File: src/rtl/alu_sched_pkg.sv
// Shared types and constants for the two-requester ALU scheduler.
package alu_sched_pkg;
   localparam int ALU_W = 4;

   typedef enum logic [2:0] {
      OP_ADD = 3'b000,
      OP_SUB = 3'b001,
      OP_NOT = 3'b010,
      OP_AND = 3'b011,
      OP_OR  = 3'b100,
      OP_XOR = 3'b101,
      OP_SLT = 3'b110,
      OP_EQ  = 3'b111
   } alu_op_e;

   typedef enum logic [1:0] {
      S_IDLE,
      S_EXEC,
      S_RESP
   } sched_state_e;
endpackage

File: src/rtl/alu_core.sv
// Purely combinational 8-op ALU: (a, b, op) -> (res, carry, signed overflow).
module alu_core
   import alu_sched_pkg::*;
#(
   parameter int W = ALU_W
) (
   input  logic [W-1:0] i_a,
   input  logic [W-1:0] i_b,
   input  logic [2:0]   i_op,
   output logic [W-1:0] o_res,
   output logic         o_car,
   output logic         o_of
);

   logic [W:0] w_sum;

   always_comb begin
      w_sum = '0;
      o_res = '0;
      o_car = 1'b0;
      o_of  = 1'b0;
      case (alu_op_e'(i_op))
         OP_ADD: begin
            w_sum = {1'b0, i_a} + {1'b0, i_b};
            o_res = w_sum[W-1:0];
            o_car = w_sum[W];
            o_of  = (i_a[W-1] == i_b[W-1]) && (o_res[W-1] != i_a[W-1]);
         end
         OP_SUB: begin
            // carry-out is "no borrow", so 0-0 reports car=1
            w_sum = {1'b0, i_a} + {1'b0, ~i_b} + {{W{1'b0}}, 1'b1};
            o_res = w_sum[W-1:0];
            o_car = w_sum[W];
            o_of  = (i_a[W-1] != i_b[W-1]) && (o_res[W-1] != i_a[W-1]);
         end
         OP_NOT: o_res = ~i_a;
         OP_AND: o_res = i_a & i_b;
         OP_OR:  o_res = i_a | i_b;
         OP_XOR: o_res = i_a ^ i_b;
         OP_SLT: o_res = {{(W-1){1'b0}}, ($signed(i_a) < $signed(i_b))};
         OP_EQ:  o_res = {{(W-1){1'b0}}, (i_a == i_b)};
         default: o_res = '0;
      endcase
   end

endmodule

File: src/rtl/alu_sched.sv
// Round-robin scheduler sharing one alu_core between two valid/ready clients.
// ALU_SCHED_FAST_EN: drop EXEC and register the ALU result at the accept edge.
module alu_sched
   import alu_sched_pkg::*;
#(
   parameter int W     = ALU_W,
   parameter int N_REQ = 2
) (
   input  logic               clk,
   input  logic               rst_n,
   input  logic [N_REQ-1:0]   req_valid,
   output logic [N_REQ-1:0]   req_ready,
   input  logic [N_REQ*W-1:0] req_a,
   input  logic [N_REQ*W-1:0] req_b,
   input  logic [N_REQ*3-1:0] req_op,
   output logic [N_REQ-1:0]   rsp_valid,
   input  logic [N_REQ-1:0]   rsp_ready,
   output logic [W-1:0]       rsp_res,
   output logic               rsp_car,
   output logic               rsp_of,
   output logic               busy
);

   sched_state_e r_state, w_next;
   logic         r_ptr, r_gid, w_gid, w_acc, w_done;
   logic [W-1:0] w_sel_a, w_sel_b, w_alu_a, w_alu_b, w_res;
   logic [2:0]   w_sel_op, w_alu_op;
   logic         w_car, w_of;

   // Contention goes to the pointer holder; otherwise the lone requester.
   assign w_gid    = (&req_valid) ? r_ptr : req_valid[1];
   assign w_sel_a  = w_gid ? req_a[2*W-1:W] : req_a[W-1:0];
   assign w_sel_b  = w_gid ? req_b[2*W-1:W] : req_b[W-1:0];
   assign w_sel_op = w_gid ? req_op[5:3]    : req_op[2:0];
   assign busy     = (r_state != S_IDLE);

`ifdef ALU_SCHED_FAST_EN
   assign w_alu_a  = w_sel_a;
   assign w_alu_b  = w_sel_b;
   assign w_alu_op = w_sel_op;
`else
   logic [W-1:0] r_a, r_b;
   logic [2:0]   r_op;
   assign w_alu_a  = r_a;
   assign w_alu_b  = r_b;
   assign w_alu_op = r_op;
`endif

   alu_core #(.W(W)) u_alu (
      .i_a   (w_alu_a),
      .i_b   (w_alu_b),
      .i_op  (w_alu_op),
      .o_res (w_res),
      .o_car (w_car),
      .o_of  (w_of)
   );

   always_ff @(posedge clk) begin
      if (!rst_n) r_state <= S_IDLE;
      else        r_state <= w_next;
   end

   always_comb begin
      w_next    = r_state;
      req_ready = '0;
      rsp_valid = '0;
      w_acc     = 1'b0;
      w_done    = 1'b0;
      case (r_state)
         S_IDLE: begin
            // gated by rst_n so nothing looks accepted while held in reset
            if ((|req_valid) && rst_n) begin
               w_acc            = 1'b1;
               req_ready[w_gid] = 1'b1;
`ifdef ALU_SCHED_FAST_EN
               w_next           = S_RESP;
`else
               w_next           = S_EXEC;
`endif
            end
         end
         S_EXEC: w_next = S_RESP;
         S_RESP: begin
            rsp_valid[r_gid] = 1'b1;
            if (rsp_ready[r_gid]) begin
               w_done = 1'b1;
               w_next = S_IDLE;
            end
         end
         default: w_next = S_IDLE;
      endcase
   end

   always_ff @(posedge clk) begin
      if (!rst_n) begin
         r_ptr   <= 1'b0;
         r_gid   <= 1'b0;
         rsp_res <= '0;
         rsp_car <= 1'b0;
         rsp_of  <= 1'b0;
`ifndef ALU_SCHED_FAST_EN
         r_a     <= '0;
         r_b     <= '0;
         r_op    <= '0;
`endif
      end else begin
         if (w_acc) begin
            r_gid <= w_gid;
`ifdef ALU_SCHED_FAST_EN
            rsp_res <= w_res;
            rsp_car <= w_car;
            rsp_of  <= w_of;
`else
            r_a  <= w_sel_a;
            r_b  <= w_sel_b;
            r_op <= w_sel_op;
`endif
         end
`ifndef ALU_SCHED_FAST_EN
         if (r_state == S_EXEC) begin
            rsp_res <= w_res;
            rsp_car <= w_car;
            rsp_of  <= w_of;
         end
`endif
         if (w_done) r_ptr <= ~r_gid;
      end
   end

endmodule
File: config.mk
export PLATFORM = sky130hd
export DESIGN_NAME = alu_sched
export DESIGN_NICKNAME = d
export VERILOG_FILES = /design/src/rtl/alu_sched_pkg.sv /design/src/rtl/alu_core.sv /design/src/rtl/alu_sched.sv
export SDC_FILE = /design/constraint.sdc
export NUM_CORES = 1
export LEC_CHECK = 0
export CAP_MARGIN = 30
export CORE_MARGIN = 8
export CORE_UTILIZATION = 50
export DETAILED_ROUTE_END_ITERATION = 8
export GPL_ROUTABILITY_DRIVEN = 0
export HOLD_SLACK_MARGIN = 0.02
export PLACE_DENSITY = 0.8
export SLEW_MARGIN = 10
export SYNTH_ARGS = -nofsm -noshare
export SYNTH_HDL_FRONTEND = slang
export SYNTH_HIERARCHICAL = 1
export SYNTH_SLANG_ARGS = --single-unit
File: constraint.sdc
create_clock -name clk -period 2.15 [get_ports clk]
set_input_delay 0.43 -clock clk [delete_from_list [all_inputs] [get_ports clk]]
set_output_delay 0.43 -clock clk [all_outputs]
set_load 0.01 [all_outputs]
== After elaboration in Yosys (flattened, before gate mapping) ==
Cells that the tools add are included.
Word-level totals
  flip-flop bits (word level): 21
  bits of input ports: 28
  output and inout port bits: 11
  word-level logic and storage cells: 73
Operators by class
  $add $sub $neg: 3
  order comparisons: 5
  equal/unequal tests: 16
  mux-type cells: 23
  bitwise gates (word level): 6
  reduce and logical (&&, ||, !) cells: 11
Operators with widths (count)
  $pmux W4 S8: 1
  $eq A3 B3 Y1 const B: 4
  $add A4 B4 Y5: 2
  $mux W2: 5
  $mux W1: 9
  $mux W4: 2
  $not A4 Y4: 2
  $eq A3 B2 Y1 const B: 2
  $pmux W2 S3: 1
  $add A5 B1 Y5 const B: 1
  $logic_and A1 B1 Y1: 5
  $and A4 B4 Y4: 1
  $eq A4 B4 Y1: 1
  $lt A1 B2 Y1 const B: 2
  $lt A4 B4 Y1: 1
  $ne A2 B2 Y1 const B: 2
  $or A4 B4 Y4: 1
  $pmux W1 S2: 2
  $reduce_and A2 Y1: 2
  $xor A4 B4 Y4: 1
  $eq A3 B1 Y1 const B: 1
  $logic_not A3 Y1: 1
  $mux W3: 1
  $ne A1 B1 Y1: 3
  other kinds (9): 11

== Depth between registers and ports, before layout ==
  depth in word-level cells: 8
  depth in mapped cells: 10
  gate-level depth less buffers: 10

== Cells and area by module ==
The synthesis kept the hierarchy.
Modules (own cells, without submodules)
  alu_sched: instances 1, cells each 101, area an instance 1007.2 µm², seq. area each 420.4 µm²
  alu_core: instances 1, cells each 92, area an instance 655.6 µm², seq. area each 0.0 µm²

== Worst setup path after synthesis ==
Ideal clock, no wire load.
  kind: register to register
  start point: register r_a[1]
  end point: register rsp_res[3]
  setup time: 0.064 ns
  arrival: 1.905 ns
  required time: 2.086 ns
  slack: 0.180 ns
  cell stages (with the launch flop): 9
  path buffers: 0
  period minus slack after synthesis: 1.970 ns
  cells stage by stage: dfxtp_1 > inv_1 > ha_1 > nor3_2 > a211o_1 > or4_1 > a32oi_1 > mux2i_1 > nor2_1
Between the ends
  cells in the longest elaborated chain, start to end: 3
  elaborated cells between the ends (all ways): 4
  those cells by class: add/sub: 3; mux: 1
RTL lines
  from (decl): RTL line alu_sched.sv:42  | logic [W-1:0] r_a, r_b;
  from (signal assigned): RTL line alu_sched.sv:114  | r_a <= w_sel_a;
  $add A4 B4 Y5: RTL line alu_core.sv:31  | w_sum = {1'b0, i_a} + {1'b0, ~i_b} + {{W{1'b0}}, 1'b1};
  $add A5 B1 Y5: RTL line alu_core.sv:31
  $pmux W4 S8 (*): RTL line alu_core.sv:22  | case (alu_op_e'(i_op))
  via w_res[3]: RTL line alu_sched.sv:26  | logic [W-1:0] w_sel_a, w_sel_b, w_alu_a, w_alu_b, w_res;
  to (signal assigned): RTL line alu_sched.sv:121  | rsp_res <= w_res;
  to (decl): RTL line alu_sched.sv:18  | output logic [W-1:0] rsp_res,
Mark *: on every way through the listed nets, which the timed path passes. The rest lies on a longest branch.
A chain may end at the register's enable or synchronous reset.

== Worst setup path in the final report ==
  start point: register r_state[1]
  end point: output port rsp_valid[0]
Between the ends
  cells in the longest elaborated chain, start to end: 2
RTL lines
  from (decl): RTL line alu_sched.sv:24  | sched_state_e r_state, w_next;
  from (signal assigned): RTL line alu_sched.sv:60  | else r_state <= w_next;
  $eq A2 B2 Y1: RTL line alu_sched.sv:69  | case (r_state)
  $mux W2: RTL line alu_sched.sv:69
  to (decl): RTL line alu_sched.sv:16  | output logic [N_REQ-1:0] rsp_valid,
No other way between the ends.

==> run summary <==
Outcome
- result of the run: finished clean

Worst setup path
- standard cell with the maximum stage delay on the critical path: clkdlybuf4s50_1
- Critical path origin: r_state[1]$_SDFFE_PN0P_
- category of the most critical setup path: reg -> out
- Max FO, Critical Path: 5
- Worst Path Required: 1720 ps
- crit end category: primary output
- data arrival time of the critical path: 1640 ps
- Max stage delay on crit path: 550 ps
- startpoint of the most critical register-to-register path: r_b[2]$_SDFFE_PN0P_
- critical path's top delay family: buffers and inverters
- type of origin of the critical path: flip-flop
- count of buffering cells on the critical path with inverters included: 1
- crit path cell chain: nor2b_2 > nor2b_1 > clkdlybuf4s50_1

Place
- number of port buffers: 38
- HPWL after detailed placement: 3360 um
- worst slack at placement: -345 ps

Pwr
- ratio of total power to cell area: 542 nW/um^2
- worst-case vdd ir drop: 0.274 mV
- LEAKAGE: 0.884 nW

Finish
- synth-to-layout area growth: 30.9%
- Antenna diodes: 0
- number of nets in the layout: 276
- proportion of layout cells with a drive suffix above 1: 0.129

Global route
- largest net degree at the start of global routing: 23
- GRT Total Usage: 0.158
- wire length of the first global-routing pass: 6890 um
- via count of the first global-routing pass: 1,579
- number of antenna violations at the first check in global routing: 0
- overflow left after global routing: 0

Logic synthesis
- number of enable flip-flop cells after synthesis: 0
- net count after synthesis: 236
- total of flip-flops plus latches after synthesis: 21
- Yosys cell types: 46
- mean post-synth cell area: 8.62 um^2
- Warnings, synthesis: 6
- async set-or-reset flop fraction in the synthesized netlist: 0
- share of Yosys cell area claimed by the top area cell type: 0.253
- most used standard cells in the synthesized netlist: dfxtp_1 (21), inv_1 (19), clkbuf_1 (14), nor2_1 (14), ha_1 (13)
- leading area contributor after synthesis: dfxtp_1
- cells taking the most area after synthesis: dfxtp_1 (25%), ha_1 (9.8%), o221a_1 (7.4%)
- most used standard cell by instance count after synthesis: dfxtp_1
- netlist area before placement: 1660 um^2
- predominant post-synthesis flop cell: dfxtp_1
- fraction of the yosys area taken by sequential cells: 0.253
- Syn Inst Count: 193

Timing
- Setup Skew: 12.4 ps
- setup violators final: 0
- setup repair after global routing missed its margin: no
- final clock period utilization by the worst path: 0.962
- final critical delay including setup and external delays: 2070 ps
- upper clock frequency limit: 483 MHz
- setup total negative slack: 0 ps
- Worst Max-Slew Pin Slew: 652 ps
- final hold violation count: 0
- relative slew slack: 0.565
- final worst hold slack: 513 ps
- max-slew violation total from the final report: 0
- worst path setup slack after routing: 81.4 ps

Clock network
- H-tree depth reported by CTS: 1
- worst skew pair latency: 310 ps
- clock tree from TritonCTS: built
- clock buffers created by TritonCTS: 3
- maximum clock path buffer count: 2
- Root Buffer: clkbuf_4
- # Post-CTS Setup Buffers: 0
- clock slew seen by the registers of the worst setup and hold paths: 120 ps
- sink count of the clock tree: 21

Route
- overall via count from detail_route: 1,589
- number of iterations in the first detailed-routing pass: 5
- Antenna Violating Nets Remaining: 0
- routed length per placed instance: 15.1 um
- Post-Route WL: 4190 um
- vias per cell: 5.72
- post-route DRC violation count: 0
- DRC marker count from the first detailed-route iteration: 84

Die
- die width: 73.7 um
- number of rows created at floorplan: 21
- Die Ht: 73.7 um
- number of I/O pins: 39
- Total Die Area: 5430 um^2
- starting utilization of the core area: 0.510
- Core Area: 3260 um^2

Min path
- type of the tightest min-delay check: reg -> reg
- start point of the worst hold path: rsp_res[3]$_SDFFE_PN0N_

Run
- max capacitance violation total: 0

cell families (layout without fill, tap and decap cells):
family,after synthesis,count (layout),share of synthesized area
AOI/OAI and AO/OA,63,63,0.319
xor gates and xnor gates,4,4,0.0211
adders and majority gates,15,15,0.122
buffers and inverters,37,76,0.0941
DFF,21,21,0.253
muxes,7,7,0.0421
and+or+nand+nor,46,46,0.149
per-stage QoR:
step / power (mW) / std cells / utilization / cell area (um^2)
global route: 1.26 / 278 / 0.668 / 2180
detailed placement: 0.990 / 274 / 0.653 / 2130
floorplan: 0.811 / 193 / - / 1660
global placement: 0.966 / 274 / 0.653 / 2130
finish: 1.18 / 278 / 0.668 / 2180
CTS: 1.17 / 278 / 0.660 / 2150
worst reg2reg max path, cell delays in order, from the launching register on:
cell and delay, ps:
dfxtp_2 370, inv_1 70, ha_1 360, inv_1 80, a211o_1 320, or4_1 420
a32oi_1 210, mux2i_1 90, nor2_1 90
flip-flops by register name (all words and copies together), names as in the netlist:
signal and count:
r_a 4, r_b 4, r_gid 1, r_op 3, r_ptr 1, r_state 2
rsp_car 1, rsp_of 1, rsp_res 4
area by class of cell:
cell class	instances	area, um^2
clock buffers	3	22.5
flip-flops and latches	21	424
multi-input cells	135	1110
fillers	283	1080
repair buffers	53	487
clock inverters	1	5.00
inverters	19	71.3
well taps	46	57.6
timing repair:
| item | in CTS | in global routing |
|---|---|---|
| cloned | 0 | 0 |
| gates resized for setup | 6 | 7 |
| setup endpoints to repair | 2 | 6 |
| hold endpoints to repair | 0 | 0 |
| hold buffers | 0 | 0 |
| pin swaps | 0 | 0 |
metal layers:
layer,part of all wire,wire length (um),track usage,vias up
li1,-,-,-,793
met1,0.45,1890,0.177,723
met2,0.46,1920,0.264,59
met3,0.062,258,0.0396,14
met4,0.028,116,0.0887,0
met5,0,0,0,-
path summary, 6_finish.rpt:
check | end | slack (ps) | cells after the start
worst max register to register | rsp_res[3]$_SDFFE_PN0N_ | 110 | 8
worst max-delay path | rsp_valid[0] | 80 | 3
worst min-delay path | rsp_res[3]$_SDFFE_PN0N_ | 510 | 2
worst min register to register | rsp_res[3]$_SDFFE_PN0N_ | 510 | 2
cells in the final DEF (no fill, tap or decap), types with 2 or more instances in the layout:
| cell type | count |
|---|---|
| clkdlybuf4s50_1 | 36 |
| inv_1 | 19 |
| dfxtp_1 | 18 |
| buf_4 | 15 |
| nor2_1 | 14 |
| a311o_1 | 11 |
| o221a_1 | 11 |
| ha_1 | 11 |
| a21boi_0 | 9 |
| a21oi_1 | 8 |
| mux2i_1 | 7 |
| o211ai_1 | 6 |
| nor3_1 | 5 |
| nand2_1 | 4 |
| nand2b_1 | 3 |
| nand4_1 | 3 |
| clkbuf_4 | 3 |
| dfxtp_2 | 3 |
| xnor2_1 | 3 |
| nor2b_1 | 2 |
| and2_1 | 2 |
| o21a_1 | 2 |
| a21boi_1 | 2 |
| nor4_1 | 2 |
| nand3_1 | 2 |
| a211oi_1 | 2 |
| fa_1 | 2 |
power by group:
group | leakage [nW] | internal [mW] | switching, mW | total, mW
logic | 0.693 | 0.272 | 0.243 | 0.515
registers | 0.174 | 0.428 | 0.0527 | 0.480
clock network | 0.0177 | 0.0694 | 0.115 | 0.185
(Power assumes the default switching activity.)
